<file path="config.mk">
export PLATFORM = sky130hd
export DESIGN_NAME = fft_addr_ctrl_flat
export DESIGN_NICKNAME = d
export VERILOG_FILES = /design/src/rtl/fft_addr_ctrl_if.sv /design/src/rtl/fft_addr_ctrl.sv /design/src/flat_wrapper.sv
export SDC_FILE = /design/constraint.sdc
export NUM_CORES = 1
export LEC_CHECK = 0
export CAP_MARGIN = 20
export CORE_MARGIN = 2
export CORE_UTILIZATION = 33
export DETAILED_ROUTE_END_ITERATION = 10
export PLACE_DENSITY_LB_ADDON = 0.15
export SLEW_MARGIN = 30
export SYNTH_ARGS = -nofsm -noshare
export SYNTH_HDL_FRONTEND = slang
export SYNTH_SLANG_ARGS = --single-unit
</file>
<file path="constraint.sdc">
create_clock -name clk -period 3.94 [get_ports clk]
set_input_delay 0.985 -clock clk [delete_from_list [all_inputs] [get_ports clk]]
set_output_delay 0.985 -clock clk [all_outputs]
set_load 0.005 [all_outputs]
</file>
<file path="src/rtl/fft_addr_ctrl_if.sv">
// Host/memory-side bus of the FFT address controller: sample stream in, memory control out.
interface fft_addr_ctrl_if #(
  parameter int DATA_WIDTH = 16,
  parameter int ADDR_WIDTH = 5
);
  localparam int SW = $clog2(ADDR_WIDTH) + 1;

  logic                  start;
  logic                  in_valid;
  logic                  in_ready;
  logic [DATA_WIDTH-1:0] in_real;
  logic [DATA_WIDTH-1:0] in_imag;
  logic                  roW;
  logic                  singlewrite;
  logic [ADDR_WIDTH-1:0] A_addr;
  logic [ADDR_WIDTH-1:0] B_addr;
  logic [DATA_WIDTH-1:0] A_real_in;
  logic [DATA_WIDTH-1:0] A_imag_in;
  logic [ADDR_WIDTH-2:0] tw_idx;
  logic                  bf_go;
  logic                  busy;
  logic                  done;
  logic [SW-1:0]         stage;

  modport master (
    output start, in_valid, in_real, in_imag,
    input  in_ready, roW, singlewrite, A_addr, B_addr, A_real_in, A_imag_in,
           tw_idx, bf_go, busy, done, stage
  );

  modport slave (
    input  start, in_valid, in_real, in_imag,
    output in_ready, roW, singlewrite, A_addr, B_addr, A_real_in, A_imag_in,
           tw_idx, bf_go, busy, done, stage
  );
endinterface

</file>
<file path="src/rtl/fft_addr_ctrl.sv">
// Load and in-place radix-2 DIT butterfly address sequencer for the FFT memory.
// Optional macro FFT_BITREV_LOAD_EN: bit-reversed load addresses (natural-order output).
//
// state | meaning
// IDLE  | waiting for start
// LOAD  | accepting N samples, writing port A
// RD    | butterfly operand read, addresses presented
// WT    | butterfly latency, bf_go in first cycle
// WR    | butterfly result write-back on both ports
// DONE  | one-cycle completion pulse
module fft_addr_ctrl #(
  parameter int DATA_WIDTH = 16,
  parameter int ADDR_WIDTH = 5,
  parameter int BFLY_LAT   = 2
) (
  input  logic           clk,
  input  logic           rst,
  fft_addr_ctrl_if.slave bus
);
  localparam int AW = ADDR_WIDTH;
  localparam int TW = ADDR_WIDTH - 1;
  localparam int SW = $clog2(ADDR_WIDTH) + 1;
  localparam int LW = (BFLY_LAT > 1) ? $clog2(BFLY_LAT) : 1;
  localparam logic [TW-1:0] J_LAST   = '1;
  localparam logic [AW-1:0] CNT_LAST = '1;
  localparam logic [SW-1:0] S_LAST   = SW'(AW - 1);
  localparam logic [LW-1:0] LAT_INIT = LW'(BFLY_LAT - 1);

  typedef enum logic [2:0] {IDLE, LOAD, RD, WT, WR, DONE} state_t;

  state_t        state_q;
  logic [AW-1:0] cnt_q;
  logic [SW-1:0] s_q;
  logic [TW-1:0] j_q;
  logic [LW-1:0] lat_q;
  logic          row_q, in_ready_q, bf_go_q, busy_q, done_q;
  logic [AW-1:0] a_addr_q, b_addr_q;
  logic [TW-1:0] tw_q;

  function automatic logic [AW-1:0] load_addr(input logic [AW-1:0] i);
    logic [AW-1:0] r;
`ifdef FFT_BITREV_LOAD_EN
    for (int k = 0; k < AW; k++) r[k] = i[AW-1-k];
`else
    r = i;
`endif
    return r;
  endfunction

  function automatic logic [AW-1:0] bfly_a(input logic [SW-1:0] s, input logic [TW-1:0] j);
    logic [AW-1:0] jw, mask;
    jw   = {1'b0, j};
    mask = (AW'(1) << s) - AW'(1);
    return ((jw >> s) << (s + SW'(1))) | (jw & mask);
  endfunction

  // bit s of A is always clear, so B = A + half never carries
  function automatic logic [AW-1:0] bfly_b(input logic [SW-1:0] s, input logic [TW-1:0] j);
    return bfly_a(s, j) | (AW'(1) << s);
  endfunction

  function automatic logic [TW-1:0] bfly_tw(input logic [SW-1:0] s, input logic [TW-1:0] j);
    logic [TW-1:0] mask;
    mask = (TW'(1) << s) - TW'(1);
    return (j & mask) << (SW'(TW) - s);
  endfunction

  logic in_load, in_comp;
  assign in_load = (state_q == LOAD);
  assign in_comp = (state_q == RD) || (state_q == WT) || (state_q == WR);

  // writes are suppressed in the reset cycle so memory is never partially updated
  assign bus.roW         = (in_load ? bus.in_valid : row_q) & ~rst;
  assign bus.singlewrite = in_load & bus.in_valid & ~rst;
  assign bus.in_ready    = in_ready_q;
  assign bus.A_addr      = a_addr_q;
  assign bus.B_addr      = b_addr_q;
  assign bus.A_real_in   = bus.in_real;
  assign bus.A_imag_in   = bus.in_imag;
  assign bus.tw_idx      = tw_q;
  assign bus.bf_go       = bf_go_q;
  assign bus.busy        = busy_q;
  assign bus.done        = done_q;
  assign bus.stage       = in_comp ? s_q : '0;

  always_ff @(posedge clk) begin
    if (rst) begin
      state_q    <= IDLE;
      cnt_q      <= '0;
      s_q        <= '0;
      j_q        <= '0;
      lat_q      <= '0;
      row_q      <= 1'b0;
      in_ready_q <= 1'b0;
      bf_go_q    <= 1'b0;
      busy_q     <= 1'b0;
      done_q     <= 1'b0;
      a_addr_q   <= '0;
      b_addr_q   <= '0;
      tw_q       <= '0;
    end else begin
      bf_go_q <= 1'b0;
      done_q  <= 1'b0;
      case (state_q)
        IDLE: if (bus.start) begin
          state_q    <= LOAD;
          cnt_q      <= '0;
          in_ready_q <= 1'b1;
          busy_q     <= 1'b1;
          a_addr_q   <= load_addr('0);
        end
        LOAD: if (bus.in_valid) begin
          if (cnt_q == CNT_LAST) begin
            state_q    <= RD;
            in_ready_q <= 1'b0;
            s_q        <= '0;
            j_q        <= '0;
            a_addr_q   <= bfly_a('0, '0);
            b_addr_q   <= bfly_b('0, '0);
            tw_q       <= bfly_tw('0, '0);
          end else begin
            cnt_q    <= cnt_q + 1'b1;
            a_addr_q <= load_addr(cnt_q + 1'b1);
          end
        end
        RD: begin
          state_q <= WT;
          bf_go_q <= 1'b1;
          lat_q   <= LAT_INIT;
        end
        WT: begin
          if (lat_q == '0) begin
            state_q <= WR;
            row_q   <= 1'b1;
          end else begin
            lat_q <= lat_q - 1'b1;
          end
        end
        WR: begin
          row_q <= 1'b0;
          if (j_q != J_LAST) begin
            state_q  <= RD;
            j_q      <= j_q + 1'b1;
            a_addr_q <= bfly_a(s_q, j_q + 1'b1);
            b_addr_q <= bfly_b(s_q, j_q + 1'b1);
            tw_q     <= bfly_tw(s_q, j_q + 1'b1);
          end else if (s_q != S_LAST) begin
            state_q  <= RD;
            s_q      <= s_q + 1'b1;
            j_q      <= '0;
            a_addr_q <= bfly_a(s_q + 1'b1, '0);
            b_addr_q <= bfly_b(s_q + 1'b1, '0);
            tw_q     <= bfly_tw(s_q + 1'b1, '0);
          end else begin
            state_q  <= DONE;
            done_q   <= 1'b1;
            s_q      <= '0;
            j_q      <= '0;
            a_addr_q <= '0;
            b_addr_q <= '0;
            tw_q     <= '0;
          end
        end
        DONE: begin
          state_q <= IDLE;
          busy_q  <= 1'b0;
        end
        default: state_q <= IDLE;
      endcase
    end
  end
endmodule

</file>
<file path="src/flat_wrapper.sv">
// flat-port wrapper written by rule: the top's interface ports become plain ports
module fft_addr_ctrl_flat 
#(
  parameter int DATA_WIDTH = 16,
  parameter int ADDR_WIDTH = 5,
  parameter int BFLY_LAT   = 2
)
  (clk, rst, bus_start, bus_in_valid, bus_in_real, bus_in_imag, bus_in_ready, bus_roW, bus_singlewrite, bus_A_addr, bus_B_addr, bus_A_real_in, bus_A_imag_in, bus_tw_idx, bus_bf_go, bus_busy, bus_done, bus_stage);
  fft_addr_ctrl_if #(.DATA_WIDTH(DATA_WIDTH), .ADDR_WIDTH(ADDR_WIDTH)) bus_i ();
  input  logic clk;
  input  logic rst;
  input wire logic [$bits(bus_i.start)-1:0] bus_start;
  input wire logic [$bits(bus_i.in_valid)-1:0] bus_in_valid;
  input wire logic [$bits(bus_i.in_real)-1:0] bus_in_real;
  input wire logic [$bits(bus_i.in_imag)-1:0] bus_in_imag;
  output wire logic [$bits(bus_i.in_ready)-1:0] bus_in_ready;
  output wire logic [$bits(bus_i.roW)-1:0] bus_roW;
  output wire logic [$bits(bus_i.singlewrite)-1:0] bus_singlewrite;
  output wire logic [$bits(bus_i.A_addr)-1:0] bus_A_addr;
  output wire logic [$bits(bus_i.B_addr)-1:0] bus_B_addr;
  output wire logic [$bits(bus_i.A_real_in)-1:0] bus_A_real_in;
  output wire logic [$bits(bus_i.A_imag_in)-1:0] bus_A_imag_in;
  output wire logic [$bits(bus_i.tw_idx)-1:0] bus_tw_idx;
  output wire logic [$bits(bus_i.bf_go)-1:0] bus_bf_go;
  output wire logic [$bits(bus_i.busy)-1:0] bus_busy;
  output wire logic [$bits(bus_i.done)-1:0] bus_done;
  output wire logic [$bits(bus_i.stage)-1:0] bus_stage;
  assign bus_i.start = bus_start;
  assign bus_i.in_valid = bus_in_valid;
  assign bus_i.in_real = bus_in_real;
  assign bus_i.in_imag = bus_in_imag;
  assign bus_in_ready = bus_i.in_ready;
  assign bus_roW = bus_i.roW;
  assign bus_singlewrite = bus_i.singlewrite;
  assign bus_A_addr = bus_i.A_addr;
  assign bus_B_addr = bus_i.B_addr;
  assign bus_A_real_in = bus_i.A_real_in;
  assign bus_A_imag_in = bus_i.A_imag_in;
  assign bus_tw_idx = bus_i.tw_idx;
  assign bus_bf_go = bus_i.bf_go;
  assign bus_busy = bus_i.busy;
  assign bus_done = bus_i.done;
  assign bus_stage = bus_i.stage;
  fft_addr_ctrl #(.DATA_WIDTH(DATA_WIDTH), .ADDR_WIDTH(ADDR_WIDTH), .BFLY_LAT(BFLY_LAT)) u_core (.clk(clk), .rst(rst), .bus(bus_i));
endmodule
</file>
==> Word level (Yosys, flattened, before mapping) <==
Cells that the tools add are included.
W data, S select, Z words.
{ "totals": {"register_bits": 36, "inputBits": 36, "output_inout_bits": 56} }
{ "classes": {"n_addsub": 9, "n_eq_ne": 14, "shifts": 9, "mux": 44, "n_bitwise": 10, "reduce_logical": 18} }
{ "op_table": {"columns": ["operator", "count"], "rows": [
  ["$mux W5", 11],
  ["$mux W4", 8],
  ["$pmux W4 S2", 3],
  ["$pmux W5 S2", 2],
  ["$mux W3", 6],
  ["$reduce_and A4 Y1", 4],
  ["$or A5 B5 Y5", 3],
  ["$pmux W3 S5", 1],
  ["$pmux W5 S3", 1],
  ["$add A4 B1 Y4 const B", 3],
  ["$ne A2 B2 Y1 const B", 6],
  ["$reduce_bool A2 Y1", 5],
  ["$shl A1 B4 Y5 const A", 2],
  ["$shl A5 B4 Y5", 2],
  ["$mux W1", 8],
  ["$pmux W1 S2", 4],
  ["$shl A1 B4 Y4 const A", 2],
  ["$sub A3 B4 Y4 const A", 2],
  ["$eq A3 B2 Y1 const B", 2],
  ["$eq A3 B3 Y1 const B", 2],
  ["$reduce_and A3 Y1", 2],
  ["$add A5 B1 Y5 const B", 1],
  ["$and A4 B5 Y5", 1],
  ["$eq A5 B5 Y1 const B", 1],
  ["17 further kinds", 22]
]} }

==> Longest topological paths before layout <==
Gate-level depths: netlist of the first run.
{ "logic_depth": {"ltp_word": 7, "ltp_mapped": 10} }

==> Least setup slack after synthesis of the first run <==
Ideal clock, no wire load.
{ "synth_timing": {"path_type": "input port to output port", "startpoint": "input rst", "endpoint": "output bus_singlewrite", "t_arrival_ns": 1.606, "required_time_ns": 2.955, "slack_ns": 1.349, "path_stages": 3, "n_path_buf": 2, "cell_sequence": "clkbuf_1 clkbuf_1 nor3b_1"} }
{ "synth_between": {"elab_chain_len": 2} }
{ "synth_rtl": {"columns": ["item", "line", "text"], "rows": [
  ["start, declared", "flat_wrapper.sv:11", "input logic rst;"],
  ["$not A1 Y1", "fft_addr_ctrl.sv:74", "assign bus.singlewrite = in_load & bus.in_valid & ~rst;"],
  ["$and A1 B1 Y1", "fft_addr_ctrl.sv:74", null],
  ["end, declared", "flat_wrapper.sv:18", "output wire logic [$bits(bus_i.singlewrite)-1:0] bus_singlewrite;"]
]} }
No other way between the ends.

==> Final worst setup path of the first run <==
{ "layout_timing": {"startpoint": "input bus_in_valid", "endpoint": "output bus_singlewrite"} }
{ "layout_between": {"elab_chain_len": 2} }
{ "layout_rtl": {"columns": ["item", "line", "text"], "rows": [
  ["start, declared", "flat_wrapper.sv:13", "input wire logic [$bits(bus_i.in_valid)-1:0] bus_in_valid;"],
  ["$and A1 B1 Y1 (2 in series)", "fft_addr_ctrl.sv:74", null]
]} }
No other way between the ends.

==> run_summary.xml, run 1 <==
<?xml version="1.0" encoding="UTF-8"?>
<metrics>
  <group name="run_status">
    <metric name="result_of_the_run" unit="">finished clean</metric>
  </group>
  <group name="sta">
    <metric name="setup_slack" unit="ns">0.636</metric>
    <metric name="worst_slew_margin_rel" unit="">0.546</metric>
    <metric name="hold_viol_final" unit="">0</metric>
    <metric name="grt_setup_unrepaired" unit="">false</metric>
    <metric name="max_freq" unit="MHz">303</metric>
    <metric name="total_negative_slack" unit="ns">0</metric>
    <metric name="timing_max_transition_violations_final" unit="">0</metric>
    <metric name="timing.final.setup_violations" unit="">0</metric>
    <metric name="worst_clock_skew" unit="ns">0.00537</metric>
    <metric name="timing_worst_slew_pin_value" unit="ns">0.672</metric>
    <metric name="min_period_over_period" unit="">0.839</metric>
    <metric name="period_needed" unit="ns">3.30</metric>
    <metric name="fin_worst_hold_slack" unit="ns">0.460</metric>
  </group>
  <group name="min_path">
    <metric name="min_path_type" unit="">flop to flop</metric>
    <metric name="hold_path.startpoint" unit="">u_core.bus.B_addr[1]</metric>
  </group>
  <group name="drt">
    <metric name="post_route_drc" unit="">0</metric>
    <metric name="postRouteWirelength" unit="um">6940</metric>
    <metric name="via_per_inst" unit="">5.40</metric>
    <metric name="route.antenna.remaining_nets" unit="">0</metric>
    <metric name="routed_wire_length_per_instance" unit="um">16.0</metric>
    <metric name="drt-pass1-iter-count" unit="">4</metric>
    <metric name="initialDrtViolationCount" unit="">142</metric>
    <metric name="detailroute.via_count" unit="">2351</metric>
  </group>
  <group name="synth">
    <metric name="synth_ff_type" unit="">sky130_fd_sc_hd__dfxtp_1</metric>
    <metric name="synth_edf_count" unit="">0</metric>
    <metric name="postSynthCellCount" unit="">343</metric>
    <metric name="synthesis.yosys.warnings" unit="">0</metric>
    <metric name="mappedNetlistArea" unit="um^2">2650</metric>
    <metric name="synth_area_per_cell" unit="um^2">7.72</metric>
    <metric name="synth.net_count" unit="">395</metric>
    <metric name="netlist-cell-type-count" unit="">52</metric>
    <metric name="number_of_synthesized_register_bits" unit="">36</metric>
    <metric name="seq_area_frac_synth" unit="">0.272</metric>
    <metric name="async_flop_share" unit="">0</metric>
  </group>
  <group name="floorplan">
    <metric name="start_util" unit="">0.341</metric>
    <metric name="rows" unit="">32</metric>
    <metric name="io_pins" unit="">92</metric>
    <metric name="die_width" unit="um">93.6</metric>
    <metric name="die_area" unit="um^2">8760</metric>
    <metric name="die_y" unit="um">93.6</metric>
    <metric name="design.core.area" unit="um^2">7770</metric>
  </group>
  <group name="cts">
    <metric name="clock_latency_at_the_later_pin_of_the_worst_skew_pair" unit="ns">0.29</metric>
    <metric name="cts.path.max_buffers" unit="">2</metric>
    <metric name="htree_levels" unit="">2</metric>
    <metric name="cts_tree" unit="">done</metric>
    <metric name="total_cts_buffers" unit="">5</metric>
    <metric name="holdBufCountCts" unit="">0</metric>
    <metric name="path_clk_slew" unit="ns">0.07</metric>
    <metric name="cts.repair.resized" unit="">0</metric>
    <metric name="cts_num_sinks" unit="">36</metric>
    <metric name="cts.repair_timing.setup_buffer_count" unit="">0</metric>
    <metric name="clock_tree.root_cell" unit="">sky130_fd_sc_hd__clkbuf_8</metric>
  </group>
  <group name="layout">
    <metric name="drive_gt1_frac" unit="">0.0571</metric>
    <metric name="area.sequential" unit="um^2">721</metric>
    <metric name="fillerInstances" unit="">855</metric>
    <metric name="postLayoutCoreUtil" unit="">0.368</metric>
    <metric name="antenna_cells" unit="">0</metric>
    <metric name="num-nets-final" unit="">384</metric>
    <metric name="stdcell_area" unit="um^2">2860</metric>
    <metric name="area_growth" unit="%">8.03</metric>
    <metric name="final_common_cell" unit="">sky130_fd_sc_hd__nor2_1</metric>
    <metric name="multi_input_area" unit="um^2">1580</metric>
    <metric name="layout_common_cells" unit="">40 x sky130_fd_sc_hd__nor2_1, 36 x sky130_fd_sc_hd__dfxtp_1, 27 x sky130_fd_sc_hd__nand2_1, 27 x sky130_fd_sc_hd__clkdlybuf4s50_1, 25 x sky130_fd_sc_hd__a21oi_1</metric>
  </group>
  <group name="global_routing">
    <metric name="first_global_vias" unit="">2246</metric>
    <metric name="grt_max_degree" unit="">23</metric>
    <metric name="grt_use_total" unit="">0.162</metric>
    <metric name="grt_pass1_wl" unit="um">11400</metric>
    <metric name="grt_overflow_total" unit="">0</metric>
    <metric name="antenna_violations_before_repair" unit="">0</metric>
  </group>
  <group name="critical_path">
    <metric name="timing.critical_path.to_type" unit="">output port</metric>
    <metric name="critical_path.most_common_cell" unit="">sky130_fd_sc_hd__clkdlybuf4s50_1</metric>
    <metric name="crit_buf_inv" unit="">2</metric>
    <metric name="origin_of_the_worst_setup_path" unit="">bus_in_valid</metric>
    <metric name="path_max_fanout" unit="">7</metric>
    <metric name="startpoint_type" unit="">input pin</metric>
    <metric name="path_cells" unit="">clkdlybuf4s50_1 &gt; nor3b_1 &gt; clkdlybuf4s50_1</metric>
    <metric name="reg2reg_from" unit="">u_core.s_q[1]</metric>
    <metric name="setup.worst_path.class" unit="">input pin to output port</metric>
    <metric name="required" unit="ns">2.95</metric>
    <metric name="worst-endpoint-arrival" unit="ns">2.32</metric>
    <metric name="crit_path_top_delay_cell" unit="">sky130_fd_sc_hd__clkdlybuf4s50_1</metric>
    <metric name="path_delay_family" unit="">buffers and inverters</metric>
    <metric name="largest_incremental_delay_on_the_critical_path" unit="ns">0.60</metric>
  </group>
  <group name="run">
    <metric name="drv_cap" unit="">0</metric>
  </group>
  <group name="place">
    <metric name="post-dp-hpwl" unit="um">5040</metric>
    <metric name="post_place_setup_slack" unit="ns">0.662</metric>
    <metric name="place_area" unit="um^2">2770</metric>
    <metric name="numPortBuffers" unit="">27</metric>
    <metric name="gp_congestion" unit="">0.877</metric>
  </group>
  <group name="pwr">
    <metric name="switching_share" unit="">0.316</metric>
    <metric name="comb_power_share" unit="">0.215</metric>
    <metric name="internal-power" unit="uW">615</metric>
    <metric name="switching_power" unit="uW">285</metric>
    <metric name="p_per_area" unit="nW/um^2">315</metric>
    <metric name="power.share.sequential" unit="">0.471</metric>
    <metric name="power.clock.fraction" unit="">0.314</metric>
    <metric name="ir_worst_vdd" unit="V">0.000122</metric>
    <metric name="cellLeakagePower" unit="nW">0.977</metric>
  </group>
</metrics>
-- per-stage QoR --
stage	cells	power (mW)
after floorplan	343	0.594
after CTS	435	0.908
after global placement	427	0.627
after detailed placement	427	0.626
after global routing	435	0.954
final	435	0.900
-- worst register-to-register path, stage by stage (launching register included) --
cell and delay [ns]:
sky130_fd_sc_hd__dfxtp_1 0.73, sky130_fd_sc_hd__inv_1 0.35, sky130_fd_sc_hd__ha_1 0.52, sky130_fd_sc_hd__nor4b_1 0.63
sky130_fd_sc_hd__nand2_1 0.16, sky130_fd_sc_hd__o221a_2 0.32, sky130_fd_sc_hd__a41oi_1 0.19
-- cell type report --
class / count / area share
clock buffer: 7 / 0.0302
inverter: 11 / 0.0144
timing repair buffer: 31 / 0.105
sequential: 36 / 0.252
tap: 102 / 0.0446
clock inverter: 1 / 0.00262
multi-input combinational: 247 / 0.551
-- sequential cells by signal, summed over array words and instances (netlist names), 3 cells and up --
name,count
u_core.j_q,4
u_core.bus.A_addr,5
u_core.state_q,3
u_core.bus.B_addr,5
u_core.s_q,4
u_core.cnt_q,5
u_core.bus.tw_idx,4
-- synth_stat cells, types with 2 or more instances --
cell,n,area share
sky130_fd_sc_hd__dfxtp_1,36,0.27
sky130_fd_sc_hd__a221o_1,2,0.0076
sky130_fd_sc_hd__xor2_1,4,0.013
sky130_fd_sc_hd__clkbuf_1,13,0.018
sky130_fd_sc_hd__o32ai_1,2,0.0066
sky130_fd_sc_hd__a211oi_1,6,0.017
sky130_fd_sc_hd__mux2i_1,5,0.019
sky130_fd_sc_hd__nand2b_1,7,0.017
sky130_fd_sc_hd__nand2_1,27,0.038
sky130_fd_sc_hd__a21oi_1,25,0.047
sky130_fd_sc_hd__nand4_1,6,0.014
sky130_fd_sc_hd__nor2b_1,8,0.019
sky130_fd_sc_hd__and3_1,3,0.0071
sky130_fd_sc_hd__nand4b_1,2,0.0066
sky130_fd_sc_hd__xnor2_1,5,0.017
sky130_fd_sc_hd__o31ai_1,4,0.011
sky130_fd_sc_hd__and2_1,2,0.0047
sky130_fd_sc_hd__nor2_1,40,0.057
sky130_fd_sc_hd__nand3b_1,5,0.014
sky130_fd_sc_hd__ha_1,16,0.076
sky130_fd_sc_hd__a41oi_1,4,0.013
sky130_fd_sc_hd__a21o_1,3,0.0085
sky130_fd_sc_hd__buf_4,32,0.091
sky130_fd_sc_hd__nor3_1,9,0.017
sky130_fd_sc_hd__a31oi_1,4,0.0095
sky130_fd_sc_hd__a31o_2,2,0.0066
sky130_fd_sc_hd__o21ai_0,13,0.025
sky130_fd_sc_hd__o221a_2,2,0.0085
sky130_fd_sc_hd__nand3_1,10,0.019
sky130_fd_sc_hd__buf_2,4,0.0076
sky130_fd_sc_hd__nor3b_1,6,0.017
sky130_fd_sc_hd__inv_1,11,0.016
sky130_fd_sc_hd__or3_1,2,0.0047
sky130_fd_sc_hd__a22oi_1,5,0.014
-- cells by family after synthesis --
logic type,after synthesis,share of synthesized area
adders and majority gates,16,0.0756
buffers and inverters,60,0.132
DFF,36,0.272
xor gates and xnor gates,9,0.0298
AOI/OAI and AO/OA,84,0.216
muxes,5,0.0189
and+or+nand+nor,133,0.255
-- power groups by stage --
stage,combinational [mW],clock (mW),sequential (mW)
after detailed placement,0.193,0,0.433
after global placement,0.195,0,0.433
after floorplan,0.184,0,0.410
after CTS,0.194,0.290,0.424
after global routing,0.218,0.306,0.430
final,0.193,0.283,0.425
-- final timing paths --
path / slack (ns) / to / cells after the start
min reg2reg: 0.46 / u_core.bus.B_addr[1] / 2
max: 0.64 / bus_singlewrite / 3
min: 0.46 / u_core.bus.B_addr[1] / 2
max reg2reg: 0.97 / u_core.bus.B_addr[3] / 6
-- layer usage --
layer / routed length (um) / part of all wire / track usage
met5: 0 / 0 / 0
met4: 114 / 0.016 / 0.0580
met3: 273 / 0.039 / 0.0282
met2: 3150 / 0.45 / 0.260
met1: 3400 / 0.49 / 0.219
Power figures use the tool's default switching activity.
==> inputs of run 2 (changes only) <==
- clock period: 3.94 -> 3.1 ns (I/O delays scaled with it)
==> run 2 against run 1 <==
Compared with the run above: sequential power is 23% higher; cell area is 2.7% higher; highest routed layer unchanged; routed wire length is 5.0% higher; via count is 3.8% higher; die area stayed put; final cell count is 2.5% higher; sequential cell count stayed put; register-to-register slack worse by 0.17 ns; worst hold slack worse by 0.00055 ns.
==> run_summary.xml, run 2 (synthesized netlist as in run 1, its figures left out) <==
<?xml version="1.0" encoding="UTF-8"?>
<metrics>
  <group name="run_status">
    <metric name="result_of_the_run" unit="">finished clean</metric>
  </group>
  <group name="cts">
    <metric name="htree_levels" unit="">2</metric>
    <metric name="cts_tree" unit="">done</metric>
    <metric name="cts.repair.resized" unit="">0</metric>
    <metric name="clock_latency_at_the_later_pin_of_the_worst_skew_pair" unit="ns">0.30</metric>
    <metric name="clock_tree.root_cell" unit="">sky130_fd_sc_hd__clkbuf_8</metric>
    <metric name="cts_num_sinks" unit="">36</metric>
    <metric name="total_cts_buffers" unit="">5</metric>
    <metric name="cts.path.max_buffers" unit="">2</metric>
    <metric name="cts.repair_timing.setup_buffer_count" unit="">0</metric>
    <metric name="holdBufCountCts" unit="">0</metric>
    <metric name="path_clk_slew" unit="ns">0.08</metric>
  </group>
  <group name="layout">
    <metric name="multi_input_area" unit="um^2">1580</metric>
    <metric name="layout_common_cells" unit="">40 x sky130_fd_sc_hd__nor2_1, 36 x sky130_fd_sc_hd__dfxtp_1, 27 x sky130_fd_sc_hd__nand2_1, 27 x sky130_fd_sc_hd__clkdlybuf4s50_1, 25 x sky130_fd_sc_hd__a21oi_1</metric>
    <metric name="final_common_cell" unit="">sky130_fd_sc_hd__nor2_1</metric>
    <metric name="num-nets-final" unit="">395</metric>
    <metric name="antenna_cells" unit="">0</metric>
    <metric name="fillerInstances" unit="">850</metric>
    <metric name="drive_gt1_frac" unit="">0.0901</metric>
    <metric name="area_growth" unit="%">10.9</metric>
    <metric name="finalNonFillerCells" unit="">446</metric>
    <metric name="area.sequential" unit="um^2">721</metric>
    <metric name="stdcell_area" unit="um^2">2940</metric>
    <metric name="postLayoutCoreUtil" unit="">0.378</metric>
  </group>
  <group name="global_routing">
    <metric name="grt_use_total" unit="">0.175</metric>
    <metric name="grt_pass1_wl" unit="um">12200</metric>
    <metric name="grt_max_degree" unit="">26</metric>
    <metric name="first_global_vias" unit="">2423</metric>
    <metric name="grt_overflow_total" unit="">0</metric>
    <metric name="antenna_violations_before_repair" unit="">0</metric>
  </group>
  <group name="sta">
    <metric name="timing.final.setup_violations" unit="">0</metric>
    <metric name="hold_viol_final" unit="">0</metric>
    <metric name="grt_setup_unrepaired" unit="">false</metric>
    <metric name="timing_max_transition_violations_final" unit="">0</metric>
    <metric name="worst_clock_skew" unit="ns">0.0110</metric>
    <metric name="timing_worst_slew_pin_value" unit="ns">0.615</metric>
    <metric name="worst_slew_margin_rel" unit="">0.589</metric>
    <metric name="total_negative_slack" unit="ns">0</metric>
    <metric name="max_freq" unit="MHz">342</metric>
    <metric name="min_period_over_period" unit="">0.942</metric>
    <metric name="period_needed" unit="ns">2.92</metric>
  </group>
  <group name="floorplan">
    <metric name="die_area" unit="um^2">8760</metric>
    <metric name="die_y" unit="um">93.6</metric>
    <metric name="io_pins" unit="">92</metric>
    <metric name="start_util" unit="">0.341</metric>
    <metric name="die_width" unit="um">93.6</metric>
    <metric name="rows" unit="">32</metric>
    <metric name="design.core.area" unit="um^2">7770</metric>
  </group>
  <group name="drt">
    <metric name="routed_wire_length_per_instance" unit="um">16.3</metric>
    <metric name="detailroute.via_count" unit="">2441</metric>
    <metric name="initialDrtViolationCount" unit="">98</metric>
    <metric name="drt-pass1-iter-count" unit="">4</metric>
    <metric name="postRouteWirelength" unit="um">7290</metric>
    <metric name="via_per_inst" unit="">5.47</metric>
    <metric name="post_route_drc" unit="">0</metric>
    <metric name="route.antenna.remaining_nets" unit="">0</metric>
  </group>
  <group name="pwr">
    <metric name="ir_worst_vdd" unit="V">0.000173</metric>
    <metric name="cellLeakagePower" unit="nW">1.04</metric>
    <metric name="power.total" unit="mW">1.15</metric>
    <metric name="p_per_area" unit="nW/um^2">390</metric>
  </group>
  <group name="place">
    <metric name="numPortBuffers" unit="">27</metric>
    <metric name="place_area" unit="um^2">2850</metric>
    <metric name="placed_cells_incl_taps" unit="">438</metric>
    <metric name="post-dp-hpwl" unit="um">5340</metric>
    <metric name="gp_congestion" unit="">0.869</metric>
  </group>
  <group name="critical_path">
    <metric name="setup.worst_path.class" unit="">flop to output port</metric>
    <metric name="path_max_fanout" unit="">9</metric>
    <metric name="worst_r2r_path_depth" unit="">7</metric>
    <metric name="timing.critical_path.to_type" unit="">output port</metric>
    <metric name="r2r_setup_slack" unit="ns">0.80</metric>
    <metric name="timing.critical_path.to" unit="">bus_roW</metric>
    <metric name="worst-endpoint-arrival" unit="ns">2.15</metric>
    <metric name="required" unit="ns">2.32</metric>
    <metric name="reg2reg_from" unit="">u_core.cnt_q[0]</metric>
    <metric name="reg2reg_to" unit="">u_core.bus.B_addr[0]</metric>
    <metric name="origin_of_the_worst_setup_path" unit="">u_core.state_q[0]</metric>
    <metric name="startpoint_type" unit="">flop</metric>
  </group>
  <group name="min_path">
    <metric name="min_path_type" unit="">flop to flop</metric>
  </group>
  <group name="run">
    <metric name="drv_cap" unit="">0</metric>
  </group>
</metrics>
-- run 2: layout make-up --
cell class | count | area share
Multi-Input combinational cell | 247 | 0.537
Sequential cell | 36 | 0.245
Timing Repair Buffer | 42 | 0.130
Tap cell | 102 | 0.0435
Clock buffer | 5 | 0.0234
Inverter | 11 | 0.0141
Clock inverter | 3 | 0.00639
-- run 2: critical path: stages, from the launching register on --
cell and delay [ns]:
sky130_fd_sc_hd__dfxtp_1 0.51, sky130_fd_sc_hd__or3b_1 0.57, sky130_fd_sc_hd__mux2i_1 0.18, sky130_fd_sc_hd__nor2_1 0.09, sky130_fd_sc_hd__clkdlybuf4s50_1 0.50
-- run 2: worst min-delay path by stage --
stage,startpoint,cells after the start,slack (ns),to
floorplan,u_core.row_q,2,0.45,u_core.row_q
global placement,u_core.bus.tw_idx[3],2,0.45,u_core.bus.tw_idx[3]
detailed placement,u_core.bus.tw_idx[2],2,0.45,u_core.bus.tw_idx[2]
CTS,u_core.bus.tw_idx[2],2,0.47,u_core.bus.tw_idx[2]
global route,u_core.bus.B_addr[1],2,0.50,u_core.bus.B_addr[1]
finish,u_core.bus.B_addr[1],2,0.46,u_core.bus.B_addr[1]
-- run 2: power by group --
group	leakage, nW	total, mW	switching (mW)	internal, mW
Sequential	0.291	0.523	0.0357	0.487
Combinational	0.696	0.279	0.153	0.126
Clock	0.0479	0.345	0.188	0.157
Total	1.04	1.15	0.377	0.770
-- run 2: per-stage QoR --
step | setup WS, ns | hold slack (ns)
after floorplan | 0.612 | 0.446
final | 0.179 | 0.459
after detailed placement | 0.286 | 0.445
after global placement | 0.304 | 0.450
after CTS | 0.167 | 0.466
after global routing | 0.0509 | 0.501
-- run 2: layer usage --
metal / part of all wire / track usage / vias up
met1: 0.47 / 0.231 / 1144
met5: 0 / 0 / -
met3: 0.053 / 0.0411 / 17
li1: - / - / 1198
met4: 0.025 / 0.0628 / 0
met2: 0.45 / 0.277 / 82
==> inputs of run 3 (changes only) <==
- SKIP_LAST_GASP: unset -> 1
==> results of run 3 <==
No change in the layout: final DEF, timing and power equal those of run 2.
